### config.mk
export PLATFORM = sky130hd
export DESIGN_NAME = axis_stream_fifo
export DESIGN_NICKNAME = d
export VERILOG_FILES = /design/src/rtl/axis_stream_fifo.sv
export SDC_FILE = /design/constraint.sdc
export NUM_CORES = 1
export LEC_CHECK = 0
export ABC_AREA = 1
export CORE_ASPECT_RATIO = 1.25
export CORE_MARGIN = 2
export CORE_UTILIZATION = 50
export DETAILED_ROUTE_END_ITERATION = 12
export HOLD_SLACK_MARGIN = 0.12
export PLACE_DENSITY = 0.72
export SLEW_MARGIN = 20
export SYNTH_ARGS = -nofsm -noshare
export SYNTH_HDL_FRONTEND = slang
export SYNTH_SLANG_ARGS = --single-unit
export TNS_END_PERCENT = 10
### constraint.sdc
create_clock -name clk -period 3.2 [get_ports clk]
set_clock_uncertainty 0.2 [all_clocks]
set_input_delay 0.8 -clock clk [delete_from_list [all_inputs] [get_ports clk]]
set_output_delay 0.8 -clock clk [all_outputs]
set_load 0.01 [all_outputs]
### src/rtl/axis_stream_fifo.sv
// AXI-Stream synchronous FIFO, first-word-fall-through, with registered
// fill-level flags and a count of complete packets held.
module axis_stream_fifo #(
  parameter int DATA_W    = 32,
  parameter int DEPTH     = 16,
  parameter int AF_THRESH = 12,
  parameter int AE_THRESH = 4
) (
  input  logic              clk,
  input  logic              rst,
  input  logic              flush,
  input  logic [DATA_W-1:0] s_axis_tdata,
  input  logic              s_axis_tlast,
  input  logic              s_axis_tvalid,
  output logic              s_axis_tready,
  output logic [DATA_W-1:0] m_axis_tdata,
  output logic              m_axis_tlast,
  output logic              m_axis_tvalid,
  input  logic              m_axis_tready,
  output logic [$clog2(DEPTH):0] count,
  output logic [$clog2(DEPTH):0] pkt_count,
  output logic              full,
  output logic              empty,
  output logic              almost_full,
  output logic              almost_empty
);

  localparam int AW = $clog2(DEPTH);
  localparam logic [AW:0] AF_LVL  = (AW+1)'(AF_THRESH);
  localparam logic [AW:0] AE_LVL  = (AW+1)'(AE_THRESH);
  localparam logic [AW:0] CNT_ONE = (AW+1)'(1);

  logic [DATA_W:0] mem [DEPTH];
  logic [AW:0]     wr_ptr, rd_ptr, wr_next, rd_next;
  logic [AW:0]     count_next, pkt_next;
  logic            ready_en;
  logic            push, pop, push_last, pop_last;

  // ready_en holds tready low through reset and releases it on the first edge after.
  assign s_axis_tready = ready_en && !full && !flush;
  assign m_axis_tvalid = !empty && !flush;
  assign push          = s_axis_tvalid && s_axis_tready;
  assign pop           = m_axis_tvalid && m_axis_tready;
  assign push_last     = push && s_axis_tlast;
  assign pop_last      = pop && m_axis_tlast;

  assign {m_axis_tlast, m_axis_tdata} = mem[rd_ptr[AW-1:0]];

  // NOTE: every output of this block is given a default first, so no path can infer a latch.
  always_comb begin
    wr_next    = wr_ptr;
    rd_next    = rd_ptr;
    count_next = count;
    pkt_next   = pkt_count;
    if (flush) begin
      wr_next    = '0;
      rd_next    = '0;
      count_next = '0;
      pkt_next   = '0;
    end else begin
      if (push) wr_next = wr_ptr + CNT_ONE;
      if (pop)  rd_next = rd_ptr + CNT_ONE;
      case ({push, pop})
        2'b10:   count_next = count + CNT_ONE;
        2'b01:   count_next = count - CNT_ONE;
        default: count_next = count;
      endcase
      if (push_last && !pop_last)      pkt_next = pkt_count + CNT_ONE;
      else if (pop_last && !push_last) pkt_next = pkt_count - CNT_ONE;
    end
  end

  // NOTE: state registers use non-blocking assignments so every flop samples pre-edge values.
  always_ff @(posedge clk or posedge rst) begin
    if (rst) begin
      wr_ptr       <= '0;
      rd_ptr       <= '0;
      count        <= '0;
      pkt_count    <= '0;
      full         <= 1'b0;
      empty        <= 1'b1;
      almost_full  <= 1'b0;
      almost_empty <= 1'b1;
      ready_en     <= 1'b0;
    end else begin
      wr_ptr       <= wr_next;
      rd_ptr       <= rd_next;
      count        <= count_next;
      pkt_count    <= pkt_next;
      full         <= (wr_next[AW] != rd_next[AW]) && (wr_next[AW-1:0] == rd_next[AW-1:0]);
      empty        <= (wr_next == rd_next);
      almost_full  <= (count_next >= AF_LVL);
      almost_empty <= (count_next <= AE_LVL);
      ready_en     <= 1'b1;
    end
  end

  // NOTE: storage has no reset; the pointers alone decide which entries are valid.
  always_ff @(posedge clk) begin
    if (push) mem[wr_ptr[AW-1:0]] <= {s_axis_tlast, s_axis_tdata};
  end

endmodule

==> impl_metrics.csv <==
group,metric,value,unit
clocking,root_buffer,"clkbuf_16",
worst_setup_path,crit_type,"reg2out",
logic_synthesis,synth.avg_cell_area,13.1,sq um
worst_setup_path,path_max_fanout,11,
power_and_ir_drop,p_per_area,594,nW/um^2
placement,dp_cells,2310,
placement,dp_hpwl,29.5,mm
worst_setup_path,r2r-start,"rd_ptr[0]",
sta,slew_headroom,56.7,%
routing,routedWlPerCell,23.9,um
cells_and_area,n_fill_cell,3038,
sta,fmax,0.294,GHz
logic_synthesis,yosys.area.top_type,"edfxtp_1",
global_route,grt_use_total,25.1,%
floorplan,fp-row-count,85,
sta,tns,-3570,ps
worst_setup_path,end_kind,"output pin",
sta,final-hold-violation-count,0,
global_route,grt_pass1_wl,85.7,mm
placement,gp_congestion,0.817,
floorplan,die_area,45600,sq um
floorplan,die_h,238,um
power_and_ir_drop,leakagePower,9.45,nW
logic_synthesis,synth_cell_types,38,
logic_synthesis,synth_area,21900,sq um
sta,worst_slack,-206,ps
global_route,overflow,0,
clocking,cts_buffer_depth,3,
worst_setup_path,cp.arrival,2410,ps
sta,tightestPinTransition,648,ps
cells_and_area,final_util,63.2,%
clocking,clk_latency,590,ps
routing,route.detailed.drc,0,
cells_and_area,area_delta_synth_final,24.3,%
logic_synthesis,synth_nets,1721,
cells_and_area,diodes,0,
worst_setup_path,slowest_delay,460,ps
power_and_ir_drop,ir_drop,0.426,mV
cells_and_area,drive_above_1_share,18.0,%
sta,setup_viol,33,
sta,fin_hold_ws,343,ps
routing,first_pass_iters,5,
global_route,antenna_found_initial,0,
logic_synthesis,ys_seq_area_share,75.1,%
clocking,cts_buffers,51,
clocking,hold_buffers,0,
floorplan,start_util,50.8,%
routing,dr_total_vias,14800,
floorplan,coreArea,43200,sq um
floorplan,fp.dieW,191,um
routing,via_per_inst,6.05,
hold_path,hold_path_class,"in2async",
worst_setup_path,critPathSlowestCell,"dfrtp_4",
logic_synthesis,ys_top_cells_by_area,"edfxtp_1 72%, o21ai_0 5.7%, nor2_1 5.0%, dfrtp_1 2.6%, nand2_1 2.4%",
floorplan,io_pins,87,
run,cap_violations,0,
logic_synthesis,postSynthRegisterBits,553,
global_route,grt_pass1_vias,14700,
status,status,"complete, but fails checks",
worst_setup_path,startpoint,"rd_ptr[0]",
global_route,grt_start_max_net_pins,49,
placement,portBuffers,86,
clocking,cts_tree,"yes",
routing,routed_wirelength,58.2,mm
status,violations,"setup timing",
logic_synthesis,synthCells,1671,
clocking,cts-htree-levels,2,
cells_and_area,layout.nets,1882,
logic_synthesis,synth_top_area_share,72.3,%
routing,ant_nets,0,
worst_setup_path,cp-start-kind,"flop",
worst_setup_path,path_delay_family,"buffers and inverters",
cells_and_area,finalNonFillerCells,2438,
routing,drt-initial-drc-count,1776,
sta,rsz0062_at_grt,"true",
clocking,clkTransAtPathRegs,60,ps
logic_synthesis,synth_warnings,0,
sta,finalCritPeriodShare,106,%
worst_setup_path,path_buf_inv,4,
worst_setup_path,cp.required,2200,ps
sta,finalMaxSlewViolations,0,
worst_setup_path,path_cells,"buf_12 > clkinv_16 > buf_16 > o21ai_1 > o22ai_1 > o211ai_1 > nand3_1 > buf_2",
clocking,cts_num_sinks,553,
sta,min_period,3410,ps
## area by class of cell
cell class,count,area [sq um],share of cell area (%)
clock buffers,56,1320,4.82
flip-flops and latches,553,16500,60.5
multi-input cells,964,5250,19.2
inverters,48,224,0.821
well taps,565,707,2.59
repair buffers,212,2830,10.4
repair inverters,2,46.3,0.170
clock inverters,38,412,1.51
## registers in the layout, summed over array words and instances (netlist names)
| signal | cells |
|---|---|
| full | 1 |
| almost_empty | 1 |
| empty | 1 |
| pkt_count | 5 |
| ready_en | 1 |
| almost_full | 1 |
| wr_ptr | 5 |
| count | 5 |
| mem | 528 |
| rd_ptr | 5 |
## per-stage QoR
stage	total power, mW	worst slack [ps]	area, sq um
floorplan	8.97	-178	21900
global placement	9.70	-49.8	24400
detailed placement	9.75	-156	24400
CTS	16.1	-193	26900
global route	16.7	-237	27300
finish	16.2	-206	27300
## cells by family (layout without fill, tap and decap cells)
logic type	count (synthesis)	after routing	synth area share, %
fa+ha+maj	12	12	0.718
compound gates	413	413	10.9
xor+xnor	14	14	0.559
buf+inv	154	356	2.86
flops	553	553	75.1
simple gates	524	524	9.80
other cells	1	1	0.0171
## cells in the mapped netlist
master	n
o22ai_1	79
nand3b_1	2
nand3_4	2
buf_4	4
o221ai_1	49
clkinv_4	1
xor2_1	9
nand3_1	75
buf_6	1
clkbuf_1	80
inv_2	6
or2_2	1
xnor2_1	5
nor2_2	1
buf_2	15
nand2_4	1
nand2_2	3
nor2_4	2
dfrtp_1	23
nand4_1	6
ha_1	11
nand2_1	140
clkbuf_2	2
edfxtp_1	528
o21a_1	1
fa_1	1
dfstp_2	2
buf_1	4
a21oi_4	1
o21ai_1	16
o21ai_0	248
nor2_1	290
conb_1	1
a21oi_1	4
nor3b_1	1
clkinv_1	1
o211ai_1	15
inv_1	40
## power by group
group | switching [mW] | leakage, nW | internal (mW) | total (mW)
Clock | 2.63 | 0.846 | 3.62 | 6.25
Combinational | 1.12 | 3.52 | 0.828 | 1.94
Sequential | 0.0422 | 5.08 | 7.97 | 8.02
## per-layer routing
layer	share of wire (%)	vias up	GRT usage, %
met5	0	-	0
met4	3.3	0	8.83
met3	8.4	133	3.59
met2	51	745	43.0
met1	38	7353	32.7
li1	-	6527	-
## timing repair
item	CTS	global route
setup endpoints to repair	33	35
pin swaps	40	44
cloned	18	7
setup buffers	8	2
resized for setup	217	127
## placed cells by master, fill, tap and decap left out, drive strengths merged, types with 11 or more instances in the layout
| master | Yosys | layout |
|---|---|---|
| o21ai | 264 | 264 |
| clkbuf | 82 | 64 |
| o221ai | 49 | 49 |
| inv | 46 | 46 |
| buf | 24 | 141 |
| clkdlybuf4s50 | 0 | 52 |
| edfxtp | 528 | 528 |
| nand3 | 77 | 77 |
| clkinv | 2 | 33 |
| nand2 | 144 | 144 |
| ha | 11 | 11 |
| dfrtp | 23 | 23 |
| o22ai | 79 | 79 |
| o211ai | 15 | 15 |
| nor2 | 293 | 293 |
## worst paths after layout
path                       slack (ps)  cells past startpoint               to
max reg2reg                        80                     21     pkt_count[4]
max in group asynchronous        1860                      3     almost_empty
max                              -210                      8  m_axis_tdata[7]
min reg2reg                       360                      3        rd_ptr[4]
min                               340                      2             full
min in group clk                  360                      3        rd_ptr[4]
No activity file was read; power rests on OpenSTA's default activity.
